--- src/rtl/mem_stage_pkg.sv ---
// Shared widths, ld_op encodings and EX->MS bus layout for the MIPS memory stage.
package mem_stage_pkg;

  localparam int ES_TO_MS_BUS_WD = 147;
  localparam int MS_TO_WS_BUS_WD = 109;
  localparam int DISCARD_W       = 2;
  localparam logic [DISCARD_W-1:0] DISCARD_MAX = '1;

  typedef enum logic [2:0] {
    LD_LW   = 3'd0,
    LD_LB   = 3'd1,
    LD_LBU  = 3'd2,
    LD_LH   = 3'd3,
    LD_LHU  = 3'd4,
    LD_LWL  = 3'd5,
    LD_LWR  = 3'd6,
    LD_NONE = 3'd7
  } ld_op_e;

  typedef struct packed {
    logic [31:0] badvaddr;
    logic [4:0]  ex_code;
    logic        eret;
    logic        bd;
    logic        mem_req;
    ld_op_e      ld_op;
    logic [1:0]  addr_lo;
    logic [31:0] rt_value;
    logic        gr_we;
    logic [4:0]  dest;
    logic [31:0] alu_result;
    logic [31:0] pc;
  } es_bus_t;

endpackage

--- src/rtl/mem_load_align.sv ---
// Load-data extraction and extension, including little-endian LWL/LWR merge.
// Purely combinational; no backpressure.
module mem_load_align
  import mem_stage_pkg::*;
(
  input  logic [31:0] d_i,
  input  logic [31:0] rt_i,
  input  logic [1:0]  addr_lo_i,
  input  ld_op_e      ld_op_i,
  output logic [31:0] result_o
);

  logic [7:0]  byte_v;
  logic [15:0] half_v;

  always_comb begin
    byte_v = d_i[7:0];
    case (addr_lo_i)
      2'd1:    byte_v = d_i[15:8];
      2'd2:    byte_v = d_i[23:16];
      2'd3:    byte_v = d_i[31:24];
      default: byte_v = d_i[7:0];
    endcase
    half_v = addr_lo_i[1] ? d_i[31:16] : d_i[15:0];

    result_o = d_i;
    case (ld_op_i)
      LD_LB:  result_o = {{24{byte_v[7]}}, byte_v};
      LD_LBU: result_o = {24'd0, byte_v};
      LD_LH:  result_o = {{16{half_v[15]}}, half_v};
      LD_LHU: result_o = {16'd0, half_v};
      LD_LWL: begin
        case (addr_lo_i)
          2'd0:    result_o = {d_i[7:0],  rt_i[23:0]};
          2'd1:    result_o = {d_i[15:0], rt_i[15:0]};
          2'd2:    result_o = {d_i[23:0], rt_i[7:0]};
          default: result_o = d_i;
        endcase
      end
      LD_LWR: begin
        case (addr_lo_i)
          2'd1:    result_o = {rt_i[31:24], d_i[31:8]};
          2'd2:    result_o = {rt_i[31:16], d_i[31:16]};
          2'd3:    result_o = {rt_i[31:8],  d_i[31:24]};
          default: result_o = d_i;
        endcase
      end
      default: result_o = d_i;
    endcase
  end

endmodule

--- src/rtl/mem_stage.sv ---
// MIPS MEM stage: one-entry valid/allowin register waiting on data_ok, zero added latency when data
// arrives in the MS cycle; holds (buffering the beat) while WB stalls, drops beats orphaned by flushes.
module mem_stage
  import mem_stage_pkg::*;
(
  input  logic                        clk,
  input  logic                        reset,
  input  logic                        es_to_ms_valid,
  input  logic [ES_TO_MS_BUS_WD-1:0]  es_to_ms_bus,
  output logic                        ms_allowin,
  input  logic                        ws_allowin,
  output logic                        ms_to_ws_valid,
  output logic [MS_TO_WS_BUS_WD-1:0]  ms_to_ws_bus,
  input  logic                        data_sram_data_ok,
  input  logic [31:0]                 data_sram_rdata,
  input  logic                        es_req_cancel,
  input  logic                        flush,
  output logic                        MS_EX,
  output logic [4:0]                  MEM_dest,
  output logic [31:0]                 MEM_dest_data,
  output logic                        ms_ld_pending
);

  es_bus_t              es_bus;
  logic                 ms_valid_q, ms_valid_d;
  es_bus_t              bus_q, bus_d;
  logic                 buf_valid_q, buf_valid_d;
  logic [31:0]          rdata_buf_q, rdata_buf_d;
  logic [DISCARD_W-1:0] discard_cnt_q, discard_cnt_d;
  logic [DISCARD_W:0]   discard_sum;

  logic        discard_beat, beat_free, attributed, ms_ready_go, handoff, flush_orphan;
  logic [31:0] load_data, align_result, final_result;

  assign es_bus = es_bus_t'(es_to_ms_bus);

  // Beats are owed to flushed requests first; only a free beat can belong to the MS instruction.
  assign discard_beat = data_sram_data_ok & (discard_cnt_q != '0);
  assign beat_free    = data_sram_data_ok & (discard_cnt_q == '0);
  assign attributed   = beat_free & ms_valid_q & bus_q.mem_req & !buf_valid_q;
  assign ms_ready_go  = !bus_q.mem_req | buf_valid_q | beat_free;

  assign ms_allowin     = !ms_valid_q | (ms_ready_go & ws_allowin);
  assign ms_to_ws_valid = ms_valid_q & ms_ready_go & !flush;
  assign handoff        = ms_to_ws_valid & ws_allowin;
  assign flush_orphan   = flush & ms_valid_q & bus_q.mem_req & !buf_valid_q & !attributed;

  always_comb begin
    discard_sum = {1'b0, discard_cnt_q}
                + {{DISCARD_W{1'b0}}, flush_orphan}
                + {{DISCARD_W{1'b0}}, es_req_cancel}
                - {{DISCARD_W{1'b0}}, discard_beat};
    discard_cnt_d = (discard_sum > {1'b0, DISCARD_MAX}) ? DISCARD_MAX : discard_sum[DISCARD_W-1:0];
  end

  always_comb begin
    ms_valid_d  = ms_valid_q;
    bus_d       = bus_q;
    buf_valid_d = buf_valid_q;
    rdata_buf_d = rdata_buf_q;
    if (flush) begin
      ms_valid_d = 1'b0;
    end else if (ms_allowin) begin
      ms_valid_d = es_to_ms_valid;
      if (es_to_ms_valid) bus_d = es_bus;
    end
    // An attributed beat that is not handed off this cycle can only mean WB is stalling.
    if (flush || handoff) begin
      buf_valid_d = 1'b0;
    end else if (attributed) begin
      buf_valid_d = 1'b1;
      rdata_buf_d = data_sram_rdata;
    end
  end

  always_ff @(posedge clk or posedge reset) begin
    if (reset) begin
      ms_valid_q    <= 1'b0;
      bus_q         <= '0;
      buf_valid_q   <= 1'b0;
      rdata_buf_q   <= 32'd0;
      discard_cnt_q <= '0;
    end else begin
      ms_valid_q    <= ms_valid_d;
      bus_q         <= bus_d;
      buf_valid_q   <= buf_valid_d;
      rdata_buf_q   <= rdata_buf_d;
      discard_cnt_q <= discard_cnt_d;
    end
  end

  assign load_data = buf_valid_q ? rdata_buf_q : data_sram_rdata;

  mem_load_align u_align (
    .d_i       (load_data),
    .rt_i      (bus_q.rt_value),
    .addr_lo_i (bus_q.addr_lo),
    .ld_op_i   (bus_q.ld_op),
    .result_o  (align_result)
  );

  assign final_result = (bus_q.ld_op == LD_NONE) ? bus_q.alu_result : align_result;

  assign ms_to_ws_bus  = {bus_q.badvaddr, bus_q.ex_code, bus_q.eret, bus_q.bd, bus_q.gr_we,
                          bus_q.dest, final_result, bus_q.pc};
  assign MS_EX         = ms_valid_q & ((bus_q.ex_code != 5'd0) | bus_q.eret);
  assign MEM_dest      = bus_q.dest & {5{ms_valid_q}};
  assign MEM_dest_data = final_result;
  assign ms_ld_pending = ms_valid_q & bus_q.mem_req & bus_q.gr_we & !ms_ready_go;

endmodule

--- config.mk ---
export PLATFORM = sky130hd
export DESIGN_NAME = mem_stage
export DESIGN_NICKNAME = d
export VERILOG_FILES = /design/src/rtl/mem_stage_pkg.sv /design/src/rtl/mem_load_align.sv /design/src/rtl/mem_stage.sv
export SDC_FILE = /design/constraint.sdc
export NUM_CORES = 1
export LEC_CHECK = 0
export ABC_AREA = 1
export CORE_ASPECT_RATIO = 2
export CORE_UTILIZATION = 32
export CTS_CLUSTER_DIAMETER = 40
export DETAILED_ROUTE_END_ITERATION = 10
export HOLD_SLACK_MARGIN = 0.1
export SLEW_MARGIN = 20
export SYNTH_ARGS = -nofsm -noshare
export SYNTH_HDL_FRONTEND = slang
export SYNTH_HIERARCHICAL = 1
export SYNTH_SLANG_ARGS = --single-unit
export TNS_END_PERCENT = 30
--- constraint.sdc ---
create_clock -name clk -period 13.65 [get_ports clk]
set_clock_uncertainty 0.05 [all_clocks]
set_input_delay 2.0475 -clock clk [delete_from_list [all_inputs] [get_ports clk]]
set_output_delay 2.0475 -clock clk [all_outputs]
set_load 0.005 [all_outputs]
==> results.ini <==
[clock_tree]
cts_tree=yes
post_cts_buffers=0
h-tree-depth=4
numCtsBuffers=17
clock_path_buffers=2
clock_sinks=183
cts_root_buf=clkbuf_16
cts_hold_buffers=0
clk_latency_ns=0.44
clkTransAtPathRegs_ns=0.07
cts_resized=0

[yosys]
async_reset_ff_frac=1.000
synth.area.top_cells=dfrtp_1 (40%), nand2_1 (17%), buf_4 (8.1%)
netlist_area_um2=11450
yosysWarnings=6
synth_enable_flop_cells=0
synth.most_common_cell=nand2_1
synthDistinctLibCells=34
ys_ff_latch=183
synth_area_leader_cell=dfrtp_1
synthFlopType=dfrtp_1
yosys.area.top_type_share=0.3999
avgSynthCellArea_um2=7.166
syn_inst=1598
ys_top_cells_by_count=nand2_1 (513), inv_1 (209), dfrtp_1 (183)
syn_nets=1787
yosysSeqAreaShare=0.3999

[global_route]
grt_most_used_layer=met2
antenna_found_initial=3
grt_util_all_layers=0.2223
grt_use_met1=0.2312
grt_max_degree=112
grtUsageMet2=0.3968
grt_pass1_wl_um=60790
grt_pass1_vias=10393
grt-ovfl-total=0
met3_usage=0.03610

[power_and_ir_drop]
power_mw=2.272
swShare=0.3729
power_switching_uw=847.4
p_seq_frac=0.330
p_int_mw=1.425
vdd_ir_drop_max_mv=0.09735
power.density_nw_per_um2=155.0
clock_power_share=0.220
combPwrFrac=0.451
cellLeakagePower_nw=7.414

[worst_setup_path]
start_kind=primary input
end_kind=output pin
critical_path_class=in2out
r2r_cells=9
path_max_fanout=12
worstPathRequired_ns=11.55
crit_arrival_ns=5.11

[sta]
fin_crit_sh=0.5280
max-slew-margin-rel=0.2966
period_minus_slack_ns=7.208
timing.setup.tns_ns=0
rsz0062_at_grt=no
max_freq_mhz=138.7
setup_viol=0
slew_violations=0
setup_slack_ns=6.442
timing_hold_violations_final=0
tightest_slew_ns=1.055

[route]
drc=0
ant_nets=0
vias=10560
drt-total-wl_um=39970
drtIter0Drc=580
drt_first_pass_iters=5
via_per_inst=4.744
routedWlPerCell_um=17.95

[die]
fp.dieH_um=269.5
dieArea_um2=36590
dieWidth_um=135.8
core-area_um2=35070
io_pins=336
num_rows=97
initial_core_util=0.3265

[placement]
place_congestion=0.9427
dp_hpwl_um=30580
dp_cells=2191
pre_cts_ws_ns=6.498
dpl_cell_area_um2=14060
port_buffers=335

[hold_path]
hold_class=reg2reg
min_path_cells=2

[outcome]
status=finished, final reports clean

[job]
maxCapViolCount=0

[final_layout]
finalInstanceArea_um2=14660
final_nets=1954
syn_to_final_growth_pct=28.03
drive_gt1_frac=0.05849
fin_cells=2226

==> worst max-delay path, cell delays in order <==
cell,delay (ns)
clkdlybuf4s50_1,0.50
nand2_1,0.06
nand2_1,0.12
inv_1,0.08
nand2_1,0.11
nand2_1,0.09
nor2_1,0.77
inv_1,0.29
nand4_1,0.29
mux2_2,0.23
clkdlybuf4s50_1,0.50
==> metrics by stage <==
| step | utilization | hold WS (ns) |
|---|---|---|
| floorplan | - | 0.3917 |
| global placement | 0.4008 | 0.4029 |
| detailed placement | 0.4008 | 0.4092 |
| CTS | 0.4178 | 0.4271 |
| global route | 0.4180 | 0.4446 |
| finish | 0.4180 | 0.4262 |
==> cells by family (layout without fill, tap and decap cells) <==
| logic type | Yosys count | after routing | synth area share |
|---|---|---|---|
| AOI/OAI and AO/OA | 198 | 198 | 0.08862 |
| xor gates and xnor gates | 1 | 1 | 0.0007650 |
| adders and majority gates | 3 | 3 | 0.004589 |
| buffers and inverters | 412 | 592 | 0.1917 |
| DFF | 183 | 183 | 0.3999 |
| muxes | 32 | 32 | 0.03147 |
| other | 0 | 3 | 0 |
| and+or+nand+nor | 769 | 769 | 0.2830 |
==> path summary, 6_finish.rpt <==
kind / from / end / slack [ns]
hold reg to reg: rdata_buf_q[22] / rdata_buf_q[22] / 0.43
setup reg to reg: ms_valid_q / bus_q[80] / 9.67
hold / removal: rdata_buf_q[22] / rdata_buf_q[22] / 0.43
max in group asynchronous: reset / bus_q[44] / 10.23
setup / recovery: data_sram_rdata[31] / MEM_dest_data[26] / 6.44
min in group asynchronous: reset / ms_to_ws_bus[88] / 2.02
==> sequential cells by signal (all words and copies together), names as in the netlist <==
name,flops
bus_q,70
discard_cnt_q,2
ms_to_ws_bus,77
rdata_buf_q,32
buf_valid_q,1
ms_valid_q,1
==> routing by layer <==
metal	vias up	share of wire
met2	359	0.53
met3	95	0.049
li1	5206	-
met4	0	0.069
met5	-	0
met1	4900	0.35
==> cells in the final DEF, fill, tap and decap left out, types with 3 or more instances in the layout <==
master           count
nand2_1            513
a21oi_1             21
inv_6                6
clkbuf_16           17
buf_4                9
diode_2              3
o21ai_1            113
mux2_2              32
o21ai_0             54
or2_2                7
dfrtp_1            183
o211ai_1             8
clkdlybuf4s50_1    335
nor2_4               3
nand3_2              4
nor2_1              83
nand3b_1             5
clkinv_8             4
nand3_1             97
nor2_2               4
nand2_2              4
nand4_1             45
inv_2                7
inv_1              207
==> cell type report <==
cell class	count	area (um2)
multi-input cells	1003	4684
diodes	3	7.507
well taps	445	556.8
clock buffers	18	439.2
clock inverters	14	156.4
flip-flops and latches	183	4579
fillers	3648	20410
repair buffers	344	3421
inverters	216	815.8
==> power groups by stage <==
stage | Clock, mW | Combinational (mW) | Sequential, mW
after floorplan | 0 | 0.630 | 0.729
after global placement | 0 | 1.02 | 0.754
after detailed placement | 0 | 1.03 | 0.758
after CTS | 0.518 | 1.03 | 0.750
after global routing | 0.536 | 1.11 | 0.765
final | 0.499 | 1.02 | 0.749
No activity file was read; power rests on OpenSTA's default activity.
